--- src/rtl/qspi_flash_responder_if.sv ---
// Pad and backing-memory signals of the QSPI flash responder.
// Memory handshake: mem_rd is a one-cycle strobe with mem_addr; mem_rdata is valid exactly one clk later.
interface qspi_flash_responder_if #(
  parameter int ADDR_W = 24
) ();
  logic              spi_sck;
  logic              spi_csn;
  logic [3:0]        dq_in;
  logic [3:0]        dq_out;
  logic [3:0]        dq_oe;
  logic              mem_rd;
  logic [ADDR_W-1:0] mem_addr;
  logic [7:0]        mem_rdata;

  modport slave (
    input  spi_sck, spi_csn, dq_in, mem_rdata,
    output dq_out, dq_oe, mem_rd, mem_addr
  );

  modport master (
    output spi_sck, spi_csn, dq_in, mem_rdata,
    input  dq_out, dq_oe, mem_rd, mem_addr
  );
endinterface

--- src/rtl/qspi_flash_responder.sv ---
// SPI-flash target answering quad-output fast read (0x6B) and JEDEC-ID (0x9F) in SPI mode 0,
// oversampling SCK/CSn with the system clock and reading bytes from a synchronous memory.
module qspi_flash_responder #(
  parameter int          ADDR_W       = 24,
  parameter int          DUMMY_CYCLES = 8,
  parameter logic [23:0] JEDEC_ID     = 24'hEF4018,
  parameter int          SYNC_STAGES  = 2
) (
  input  logic                  clk,
  input  logic                  reset,
  qspi_flash_responder_if.slave bus,
  output logic                  txn_done,
  output logic [15:0]           bytes_sent,
  output logic                  cmd_err,
  output logic [2:0]            state_dbg
);
  localparam logic [2:0] S_IDLE   = 3'd0;
  localparam logic [2:0] S_CMD    = 3'd1;
  localparam logic [2:0] S_ADDR   = 3'd2;
  localparam logic [2:0] S_DUMMY  = 3'd3;
  localparam logic [2:0] S_QDATA  = 3'd4;
  localparam logic [2:0] S_IDDATA = 3'd5;
  localparam logic [2:0] S_IGNORE = 3'd6;

  logic [SYNC_STAGES-1:0] sck_sync_q, sck_sync_d, csn_sync_q, csn_sync_d;
  logic                   sck_d_q;
  logic [2:0]             state_q, state_d;
  logic [15:0]            bit_cnt_q, bit_cnt_d;
  logic [22:0]            shift_q, shift_d;
  logic [23:0]            id_shift_q, id_shift_d;
  logic [ADDR_W-1:0]      addr_q, addr_d;
  logic [7:0]             cur_byte_q, cur_byte_d, next_byte_q, next_byte_d;
  logic                   phase_q, phase_d;
  logic                   rd_dly_q;
  logic [3:0]             dq_out_q, dq_out_d, dq_oe_q, dq_oe_d;
  logic                   mem_rd_q, mem_rd_d;
  logic                   txn_done_q, txn_done_d, cmd_err_q, cmd_err_d;
  logic [15:0]            bytes_sent_q, bytes_sent_d;

  logic        sck_s, csn_s, rise, fall;
  logic [23:0] shift_in;

  assign sck_sync_d = (sck_sync_q << 1) | {{(SYNC_STAGES-1){1'b0}}, bus.spi_sck};
  assign csn_sync_d = (csn_sync_q << 1) | {{(SYNC_STAGES-1){1'b0}}, bus.spi_csn};
  assign sck_s      = sck_sync_q[SYNC_STAGES-1];
  assign csn_s      = csn_sync_q[SYNC_STAGES-1];
  assign rise       = sck_s & ~sck_d_q;
  assign fall       = ~sck_s & sck_d_q;
  assign shift_in   = {shift_q, bus.dq_in[0]};

  always_comb begin
    state_d      = state_q;
    bit_cnt_d    = bit_cnt_q;
    shift_d      = shift_q;
    id_shift_d   = id_shift_q;
    addr_d       = addr_q;
    cur_byte_d   = cur_byte_q;
    phase_d      = phase_q;
    dq_out_d     = dq_out_q;
    dq_oe_d      = dq_oe_q;
    bytes_sent_d = bytes_sent_q;
    mem_rd_d     = 1'b0;
    txn_done_d   = 1'b0;
    cmd_err_d    = 1'b0;
    // Memory data lands one clk after the strobe leaves this block.
    next_byte_d  = rd_dly_q ? bus.mem_rdata : next_byte_q;

    if (csn_s) begin
      state_d    = S_IDLE;
      dq_oe_d    = 4'h0;
      dq_out_d   = 4'h0;
      bit_cnt_d  = '0;
      phase_d    = 1'b0;
      txn_done_d = (state_q == S_QDATA) && (bytes_sent_q != 16'd0);
    end else begin
      case (state_q)
        S_IDLE: begin
          state_d   = S_CMD;
          bit_cnt_d = '0;
        end
        S_CMD: if (rise) begin
          shift_d   = shift_in[22:0];
          bit_cnt_d = bit_cnt_q + 16'd1;
          if (bit_cnt_q == 16'd7) begin
            bit_cnt_d = '0;
            case (shift_in[7:0])
              8'h6B: begin
                state_d      = S_ADDR;
                bytes_sent_d = '0;
              end
              8'h9F: begin
                state_d    = S_IDDATA;
                dq_oe_d    = 4'b0010;
                id_shift_d = JEDEC_ID;
              end
              default: begin
                state_d   = S_IGNORE;
                cmd_err_d = 1'b1;
              end
            endcase
          end
        end
        S_ADDR: if (rise) begin
          shift_d   = shift_in[22:0];
          bit_cnt_d = bit_cnt_q + 16'd1;
          if (bit_cnt_q == 16'd23) begin
            addr_d    = shift_in[ADDR_W-1:0];
            mem_rd_d  = 1'b1;
            bit_cnt_d = '0;
            state_d   = S_DUMMY;
          end
        end
        S_DUMMY: if (rise) begin
          bit_cnt_d = bit_cnt_q + 16'd1;
          if (bit_cnt_q == 16'(DUMMY_CYCLES - 1)) begin
            bit_cnt_d  = '0;
            state_d    = S_QDATA;
            cur_byte_d = next_byte_q;
            dq_oe_d    = 4'hF;
            phase_d    = 1'b0;
          end
        end
        S_QDATA: begin
          // phase_q = 0: the nibble on the wire is the high half of cur_byte.
          if (fall) dq_out_d = phase_q ? cur_byte_q[3:0] : cur_byte_q[7:4];
          if (rise) begin
            if (!phase_q) begin
              addr_d   = addr_q + ADDR_W'(1);
              mem_rd_d = 1'b1;
            end else begin
              cur_byte_d = next_byte_q;
              if (bytes_sent_q != 16'hFFFF) bytes_sent_d = bytes_sent_q + 16'd1;
            end
            phase_d = ~phase_q;
          end
        end
        S_IDDATA: if (fall) begin
          dq_out_d   = {2'b00, id_shift_q[23], 1'b0};
          id_shift_d = id_shift_q << 1;
        end
        default: ;
      endcase
    end
  end

  always_ff @(posedge clk) begin
    if (reset) begin
      sck_sync_q   <= '0;
      csn_sync_q   <= '1;
      sck_d_q      <= 1'b0;
      state_q      <= S_IDLE;
      bit_cnt_q    <= '0;
      shift_q      <= '0;
      id_shift_q   <= '0;
      addr_q       <= '0;
      cur_byte_q   <= '0;
      next_byte_q  <= '0;
      phase_q      <= 1'b0;
      rd_dly_q     <= 1'b0;
      dq_out_q     <= '0;
      dq_oe_q      <= '0;
      mem_rd_q     <= 1'b0;
      txn_done_q   <= 1'b0;
      cmd_err_q    <= 1'b0;
      bytes_sent_q <= '0;
    end else begin
      sck_sync_q   <= sck_sync_d;
      csn_sync_q   <= csn_sync_d;
      sck_d_q      <= sck_s;
      state_q      <= state_d;
      bit_cnt_q    <= bit_cnt_d;
      shift_q      <= shift_d;
      id_shift_q   <= id_shift_d;
      addr_q       <= addr_d;
      cur_byte_q   <= cur_byte_d;
      next_byte_q  <= next_byte_d;
      phase_q      <= phase_d;
      rd_dly_q     <= mem_rd_q;
      dq_out_q     <= dq_out_d;
      dq_oe_q      <= dq_oe_d;
      mem_rd_q     <= mem_rd_d;
      txn_done_q   <= txn_done_d;
      cmd_err_q    <= cmd_err_d;
      bytes_sent_q <= bytes_sent_d;
    end
  end

  assign bus.dq_out   = dq_out_q;
  assign bus.dq_oe    = dq_oe_q;
  assign bus.mem_rd   = mem_rd_q;
  assign bus.mem_addr = addr_q;
  assign txn_done     = txn_done_q;
  assign cmd_err      = cmd_err_q;
  assign bytes_sent   = bytes_sent_q;
  assign state_dbg    = state_q;
endmodule

--- src/flat_wrapper.sv ---
// flat-port wrapper written by rule: the top's interface ports become plain ports
module qspi_flash_responder_flat 
#(
  parameter int          ADDR_W       = 24,
  parameter int          DUMMY_CYCLES = 8,
  parameter logic [23:0] JEDEC_ID     = 24'hEF4018,
  parameter int          SYNC_STAGES  = 2
)
  (clk, reset, txn_done, bytes_sent, cmd_err, state_dbg, bus_spi_sck, bus_spi_csn, bus_dq_in, bus_mem_rdata, bus_dq_out, bus_dq_oe, bus_mem_rd, bus_mem_addr);
  qspi_flash_responder_if #(.ADDR_W(ADDR_W)) bus_i ();
  input  logic clk;
  input  logic reset;
  output logic txn_done;
  output logic [15:0] bytes_sent;
  output logic cmd_err;
  output logic [2:0] state_dbg;
  input wire logic [$bits(bus_i.spi_sck)-1:0] bus_spi_sck;
  input wire logic [$bits(bus_i.spi_csn)-1:0] bus_spi_csn;
  input wire logic [$bits(bus_i.dq_in)-1:0] bus_dq_in;
  input wire logic [$bits(bus_i.mem_rdata)-1:0] bus_mem_rdata;
  output wire logic [$bits(bus_i.dq_out)-1:0] bus_dq_out;
  output wire logic [$bits(bus_i.dq_oe)-1:0] bus_dq_oe;
  output wire logic [$bits(bus_i.mem_rd)-1:0] bus_mem_rd;
  output wire logic [$bits(bus_i.mem_addr)-1:0] bus_mem_addr;
  assign bus_i.spi_sck = bus_spi_sck;
  assign bus_i.spi_csn = bus_spi_csn;
  assign bus_i.dq_in = bus_dq_in;
  assign bus_i.mem_rdata = bus_mem_rdata;
  assign bus_dq_out = bus_i.dq_out;
  assign bus_dq_oe = bus_i.dq_oe;
  assign bus_mem_rd = bus_i.mem_rd;
  assign bus_mem_addr = bus_i.mem_addr;
  qspi_flash_responder #(.ADDR_W(ADDR_W), .DUMMY_CYCLES(DUMMY_CYCLES), .JEDEC_ID(JEDEC_ID), .SYNC_STAGES(SYNC_STAGES)) u_core (.clk(clk), .reset(reset), .bus(bus_i), .txn_done(txn_done), .bytes_sent(bytes_sent), .cmd_err(cmd_err), .state_dbg(state_dbg));
endmodule
--- config.mk ---
export PLATFORM = sky130hd
export DESIGN_NAME = qspi_flash_responder_flat
export DESIGN_NICKNAME = d
export VERILOG_FILES = /design/src/rtl/qspi_flash_responder_if.sv /design/src/rtl/qspi_flash_responder.sv /design/src/flat_wrapper.sv
export SDC_FILE = /design/constraint.sdc
export NUM_CORES = 1
export LEC_CHECK = 0
export ABC_AREA = 1
export ABC_CLOCK_PERIOD_IN_PS = 2150
export CAP_MARGIN = 20
export CELL_PAD_IN_SITES_DETAIL_PLACEMENT = 1
export CELL_PAD_IN_SITES_GLOBAL_PLACEMENT = 1
export CORE_UTILIZATION = 41
export CTS_CLUSTER_SIZE = 12
export DETAILED_ROUTE_END_ITERATION = 10
export PLACE_DENSITY = 0.87
export RECOVER_POWER = 25
export SLEW_MARGIN = 20
export SYNTH_ARGS = -nofsm -noshare
export SYNTH_HDL_FRONTEND = slang
export SYNTH_SLANG_ARGS = --single-unit
--- constraint.sdc ---
create_clock -name clk -period 2.15 [get_ports clk]
set_input_delay 0.645 -clock clk [delete_from_list [all_inputs] [get_ports clk]]
set_output_delay 0.645 -clock clk [all_outputs]
set_load 0.02 [all_outputs]
==> results of run 1 <==
power groups by stage:
stage          Combinational (W)  Sequential [W]  Clock (W)
6_report                0.000166         0.00252    0.00309
5_1_grt                 0.000183         0.00252    0.00322
4_1_cts                 0.000170         0.00252    0.00312
3_5_place_dp            0.000166         0.00257          0
3_3_place_gp            0.000162         0.00257          0
2_1_floorplan          0.0000956         0.00257          0
sequential cells by signal, summed over array words and instances, names as in the netlist, 2 cells and up:
register	count
u_core.bit_cnt_q	16
u_core.bus.dq_oe	2
u_core.bus.dq_out	4
u_core.bus.mem_addr	24
u_core.bytes_sent	16
u_core.csn_sync_q	2
u_core.cur_byte_q	8
u_core.id_shift_q	21
u_core.next_byte_q	8
u_core.sck_sync_q	2
u_core.shift_q	23
u_core.state_dbg	3
repair_timing:
action,in CTS,in global routing
hold buffers,0,0
hold endpoints to repair,0,0
setup endpoints to repair,19,19
resized for setup,21,18
worst max-delay path by stage:
stage / depth (start not counted) / from / endpoint / slack [ns]
after floorplan: 9 / u_core.bytes_sent[1]$_SDFFE_PP0P_ / u_core.bytes_sent[5]$_SDFFE_PP0P_ / 0.48
after global placement: 9 / bus_dq_in[0] / u_core.id_shift_q[9]$_SDFFE_PP0P_ / -0.11
after detailed placement: 10 / bus_dq_in[0] / u_core.id_shift_q[19]$_SDFFE_PP0P_ / -0.16
after CTS: 1 / u_core.bus.mem_addr[6]$_SDFFE_PP0P_ / bus_mem_addr[6] / 0.004
after global routing: 1 / u_core.bus.mem_addr[5]$_SDFFE_PP0P_ / bus_mem_addr[5] / 0.002
final: 1 / u_core.bus.mem_addr[5]$_SDFFE_PP0P_ / bus_mem_addr[5] / 0.04
cells in the final DEF, fill, tap and decap left out, types with 4 or more instances in the layout:
cell	count
o21ai_1	13
clkbuf_1	19
dfxtp_1	132
nor2_1	218
clkdlybuf4s50_1	30
o21ai_0	56
nor2_2	8
buf_12	5
nand2_2	8
a21oi_1	66
ha_1	4
buf_4	16
nand4_1	14
dlygate4sd2_1	18
xnor2_1	4
a21oi_2	7
inv_1	114
nand3_1	96
inv_2	7
or2_2	6
nand2_1	292
clkbuf_16	17
nor3_1	18
layout make-up:
type	count	share of cell area (%)
multi-input combinational	840	44.3
sequential	135	31.0
timing repair buffer	93	9.13
clock buffer	21	5.40
inverter	122	5.28
tap	225	3.23
clock inverter	11	1.68
metrics by stage:
step                      hold WS (ns)  total power, W
final                            0.415         0.00577
after CTS                        0.417         0.00581
after global placement           0.395         0.00273
after global routing             0.440         0.00592
after floorplan                  0.388         0.00267
after detailed placement         0.403         0.00274
logic make-up (layout without fill, tap and decap cells):
| kind of cell | after synthesis | count (layout) | synth area share [%] |
|---|---|---|---|
| AND/OR/NAND/NOR | 680 | 680 | 40.5 |
| adder cells (fa/ha/maj) | 4 | 4 | 0.691 |
| AO/OA/AOI/OAI | 149 | 149 | 11.1 |
| XOR/XNOR | 7 | 7 | 0.846 |
| buffers and inverters | 163 | 247 | 9.54 |
| flip-flops | 135 | 135 | 37.3 |
metal layers:
metal | wire length [microns] | global-route usage [%] | vias up | part of all wire, %
met1 | 10200 | 31.1 | 3715 | 45
li1 | - | - | 3746 | -
met5 | 0 | 0 | - | 0
met3 | 609 | 4.32 | 51 | 2.7
met4 | 631 | 11.7 | 0 | 2.8
met2 | 11200 | 45.8 | 133 | 50
cell usage after synthesis (2+ instances only):
cell type | instances | area [sq um]
nor3_1 | 18 | 90.1
inv_1 | 114 | 428
buf_2 | 10 | 50.1
o21bai_1 | 2 | 15.0
nand2_4 | 4 | 45.0
nor4_1 | 2 | 12.5
a21oi_1 | 66 | 330
nand3_4 | 2 | 35.0
a22oi_1 | 2 | 15.0
o21ai_0 | 56 | 280
dfxtp_1 | 135 | 2700
ha_1 | 4 | 50.1
clkbuf_1 | 20 | 75.1
nand3_2 | 3 | 30.0
buf_6 | 7 | 78.8
inv_2 | 7 | 26.3
nand3_1 | 96 | 480
or2_2 | 6 | 37.5
nor2_1 | 218 | 818
nand2_1 | 292 | 1100
buf_4 | 3 | 22.5
nand4_1 | 14 | 87.6
nor2_4 | 3 | 33.8
xnor2_1 | 4 | 35.0
xor2_1 | 3 | 26.3
nor2_2 | 8 | 50.1
a21oi_2 | 7 | 61.3
nand2_2 | 8 | 50.1
o21ai_1 | 13 | 65.1
==> results.json, run 1 <==
{
  "drcViolationCount": 0,
  "path_max_fanout": 5,
  "initial_core_util_pct": 41.9,
  "synthArstFlopShare_pct": 0,
  "max_freq_ghz": 0.475,
  "cts_buffer_depth": 2,
  "syn_area_sq_um": 7240,
  "timing.final.crit_period_ns": 2.11,
  "crit_buf_inv": 1,
  "finalSetupTns_ns": 0,
  "gp_congestion": 0.846,
  "start_kind": "flop",
  "cts_sinks": 135,
  "crit_type": "reg2out",
  "ys_types": 40,
  "grt_max_degree": 36,
  "cp.arrival_ns": 1.46,
  "drv_slew": 0,
  "fin_nets": 1229,
  "crit_slowest_cell": "clkdlybuf4s50_1",
  "fin_cells": 1447,
  "die_width_microns": 135,
  "hp-class": "reg2reg",
  "p_leak_nw": 3.58,
  "r2r-start": "u_core.bit_cnt_q[0]$_SDFFE_PP0P_",
  "crit_required_ns": 1.50,
  "area_delta_synth_final_pct": 20.4,
  "pwr-share-clk_pct": 53.5,
  "dr.pass1.iters": 5,
  "reg2reg_depth": 9,
  "antenna_found_initial": 0,
  "power.switching_w": 0.00129,
  "hold_viol": 0,
  "drt_wl_total_microns": 22700,
  "place_ws_ns": -0.164,
  "r2r-end": "u_core.id_shift_q[5]$_SDFFE_PP0P_",
  "grt_pass1_vias": 7840,
  "seq_area_frac_synth_pct": 37.3,
  "core_area_sq_um": 17300,
  "status": "finished clean",
  "clk_latency_ns": 0.43,
  "fillers": 2339,
  "ios": 70,
  "post-cts-setup-buffers": 0,
  "rsz0062_at_grt": "false",
  "register_area_sq_um": 2710,
  "dpl_cell_area_sq_um": 8220,
  "max_stage_delay_ns": 0.63,
  "slew_headroom_pct": 49.9,
  "stdcell_area_sq_um": 8720,
  "setup_viol": 0,
  "vias": 7645,
  "syn_nets": 1158,
  "numCtsBuffers": 17,
  "p_seq_share_pct": 43.6,
  "layout-drive-gt1-share_pct": 9.17,
  "dpl.hpwl_microns": 15100,
  "htree_levels": 4,
  "fin_worst_skew_ns": 0.0100,
  "r2r_slack_ns": 0.13,
  "tightest_slew_ns": 0.751,
  "synth_ff_type": "dfxtp_1",
  "worstHoldEndpoint": "u_core.csn_sync_q[1]$_SDFF_PP1_",
  "overflow": 0,
  "cp_top_family": "buffers and inverters",
  "synth_edf_count": 0,
  "netlist_instances": 1138,
  "holdPathStages": 1,
  "grt_pass1_wl_microns": 37900,
  "dieArea_sq_um": 18200,
  "ys_ff_latch": 135,
  "avgSynthCellArea_sq_um": 6.36,
  "cts-root-buf": "clkbuf_16",
  "final_util_pct": 50.4,
  "vias_per_cell": 5.28,
  "port_buffers": 66,
  "die_y_microns": 135,
  "multi_input_area_sq_um": 3860,
  "gr-usage-all-layers_pct": 26.1,
  "n_antenna_cell": 0,
  "cp_cell_sequence": "clkdlybuf4s50_1",
  "powerDensity_nw_per_um2": 662,
  "placed_cells": 1415,
  "wl_per_cell_microns": 15.7,
  "p_int_w": 0.00449,
  "drtIter0Drc": 366,
  "cp-end-kind": "output pin",
  "ys_warn_count": 0,
  "tritoncts": "built",
  "finalCritPeriodShare_pct": 98.0,
  "clk_pin_slew_ns": 0.06,
  "hold_path_startpoint": "u_core.csn_sync_q[0]$_SDFF_PP1_",
  "switching_share_pct": 22.3,
  "fin_ws_ns": 0.0430,
  "row_count": 48,
  "ant_nets": 0,
  "vdd_ir_drop_max_uv": 547,
  "maxCapViolCount": 0,
  "p_comb_share_pct": 2.9
}
Note: power is estimated with default switching activity, not from simulation.
==> run 2, diff against run 1 <==
Settings changed: CAP_MARGIN 20 to not set.
==> results of run 2 <==
The final DEF is identical to that of run 1; final timing and power are the same.
==> run 3, diff against run 2 <==
Settings changed: RECOVER_POWER 25 to not set.
==> run 3 against run 2 <==
Sequential share of layout area decreased by 0.53 points. Worst setup slack got worse by 0.0055 ns. Design area increased by 1.7%. Sequential power about the same. Worst hold slack about the same. Total power about the same. Count of clock-buffer cells in the layout unchanged. Critical path type unchanged. Highest routed layer unchanged.
==> results.json, run 3 (synthesis gave the netlist of run 1 again) <==
{
  "fin_worst_skew_ns": 0.0109,
  "cts_sinks": 135,
  "hold_viol": 0,
  "antenna_found_initial": 0,
  "power_w": 0.00578,
  "layout_common_cells": "nand2_1, nor2_1, dfxtp_1, inv_1, nand3_1",
  "numCtsBuffers": 17,
  "cts-root-buf": "clkbuf_16",
  "r2r-end": "u_core.id_shift_q[5]$_SDFFE_PP0P_",
  "layout-drive-gt1-share_pct": 9.49,
  "start_kind": "flop",
  "place_ws_ns": -0.164,
  "grt_pass1_wl_microns": 37900,
  "r2r-start": "u_core.bit_cnt_q[0]$_SDFFE_PP0P_",
  "ios": 70,
  "powerDensity_nw_per_um2": 651,
  "cts_buffer_depth": 2,
  "dpl.hpwl_microns": 15100,
  "port_buffers": 66,
  "slew_headroom_pct": 60.5,
  "max_freq_ghz": 0.473,
  "timing.final.crit_period_ns": 2.11,
  "cp-endpoint": "bus_mem_addr[5]",
  "die_y_microns": 135,
  "crit_slowest_cell": "clkdlybuf4s50_1",
  "path_max_fanout": 5,
  "maxCapViolCount": 0,
  "status": "finished clean",
  "wl_per_cell_microns": 15.6,
  "cp_cell_sequence": "clkdlybuf4s50_1",
  "gp_congestion": 0.846,
  "drt_wl_total_microns": 22600,
  "cp.arrival_ns": 1.47,
  "vias": 7648,
  "drcViolationCount": 0,
  "fin_nets": 1229,
  "cp-startpoint": "u_core.bus.mem_addr[5]$_SDFFE_PP0P_",
  "row_count": 48,
  "hold_buffers": 0,
  "dr.pass1.iters": 5,
  "grt_pass1_vias": 7840,
  "area_delta_synth_final_pct": 22.5,
  "tritoncts": "built",
  "max_stage_delay_ns": 0.63,
  "dpl_cell_area_sq_um": 8220,
  "mostFrequentLayoutCell": "nand2_1",
  "tightest_slew_ns": 0.587,
  "stdcell_area_sq_um": 8870,
  "finalSetupTns_ns": 0,
  "crit_required_ns": 1.50,
  "crit_type": "reg2out",
  "final_util_pct": 51.3,
  "drv_slew": 0,
  "n_antenna_cell": 0,
  "finalCritPeriodShare_pct": 98.3,
  "r2r_slack_ns": 0.17,
  "overflow": 0,
  "cp_num_cells": 1,
  "ant_nets": 0,
  "reg2reg_depth": 9,
  "largest_reg_flops": 24,
  "cp_top_family": "buffers and inverters",
  "vias_per_cell": 5.29,
  "crit_buf_inv": 1,
  "htree_levels": 4,
  "fin_ws_ns": 0.0374,
  "gr-usage-all-layers_pct": 26.1,
  "hp-class": "reg2reg",
  "clk_latency_ns": 0.43,
  "drtIter0Drc": 347,
  "initial_core_util_pct": 41.9,
  "clk_pin_slew_ns": 0.06,
  "p_leak_nw": 3.91,
  "die_width_microns": 135,
  "cp-end-kind": "output pin",
  "dieArea_sq_um": 18200,
  "grt_max_degree": 36,
  "setup_viol": 0,
  "vdd_ir_drop_max_uv": 551,
  "rsz0062_at_grt": "false",
  "core_area_sq_um": 17300
}
-- run 3: routing by layer --
metal / vias up / track usage, % / routed length (microns)
li1: 3747 / - / -
met1: 3707 / 31.1 / 10100
met3: 52 / 4.32 / 686
met2: 142 / 45.8 / 11300
met5: - / 0 / 0
met4: 0 / 11.7 / 629
-- run 3: repair_timing --
action | CTS | global route
resized for setup | 21 | 18
endpoints found under the setup margin | 19 | 19
cloned | 0 | 0
buffers inserted | 0 | 0
hold endpoints to repair | 0 | 0
-- run 3: worst register-to-register path: cells and delay by family (launching register included) --
kind / cells / cell delay, ns
AOI/OAI and AO/OA: 1 / 0.18
adders and majority gates: 1 / 0.21
buffers and inverters: 1 / 0.19
DFF: 1 / 0.38
and+or+nand+nor: 6 / 0.92
-- run 3: layout make-up --
class                           count  area, sq um
Fill cell                        2325         8430
Clock buffer                       21          470
Tap cell                          225          282
Sequential cell                   135         2710
Inverter                          122          460
Multi-Input combinational cell    840         3860
Timing Repair Buffer               93          946
Clock inverter                     11          146
-- run 3: stage by stage --
| step | hold WS (ns) | instances |
|---|---|---|
| after floorplan | 0.388 | 1138 |
| after global placement | 0.395 | 1415 |
| after detailed placement | 0.403 | 1415 |
| after CTS | 0.417 | 1447 |
| after global routing | 0.440 | 1447 |
| final | 0.415 | 1447 |
-- run 3: worst min-delay path by stage --
stage / cells past startpoint / slack (ns) / start / to
after global routing: 1 / 0.44 / u_core.csn_sync_q[0]$_SDFF_PP1_ / u_core.csn_sync_q[1]$_SDFF_PP1_
after CTS: 1 / 0.42 / u_core.csn_sync_q[0]$_SDFF_PP1_ / u_core.csn_sync_q[1]$_SDFF_PP1_
after detailed placement: 1 / 0.40 / u_core.csn_sync_q[0]$_SDFF_PP1_ / u_core.csn_sync_q[1]$_SDFF_PP1_
final: 1 / 0.41 / u_core.csn_sync_q[0]$_SDFF_PP1_ / u_core.csn_sync_q[1]$_SDFF_PP1_
after floorplan: 2 / 0.39 / u_core.sck_sync_q[0]$_SDFF_PP0_ / u_core.sck_sync_q[1]$_SDFF_PP0_
after global placement: 1 / 0.39 / u_core.csn_sync_q[0]$_SDFF_PP1_ / u_core.csn_sync_q[1]$_SDFF_PP1_
-- run 3: report_power, final --
| part | switching, W | internal (W) | total [W] |
|---|---|---|---|
| sequential | 0.00000795 | 0.00251 | 0.00252 |
| combinational | 0.000108 | 0.0000629 | 0.000171 |
| clock | 0.00117 | 0.00192 | 0.00309 |
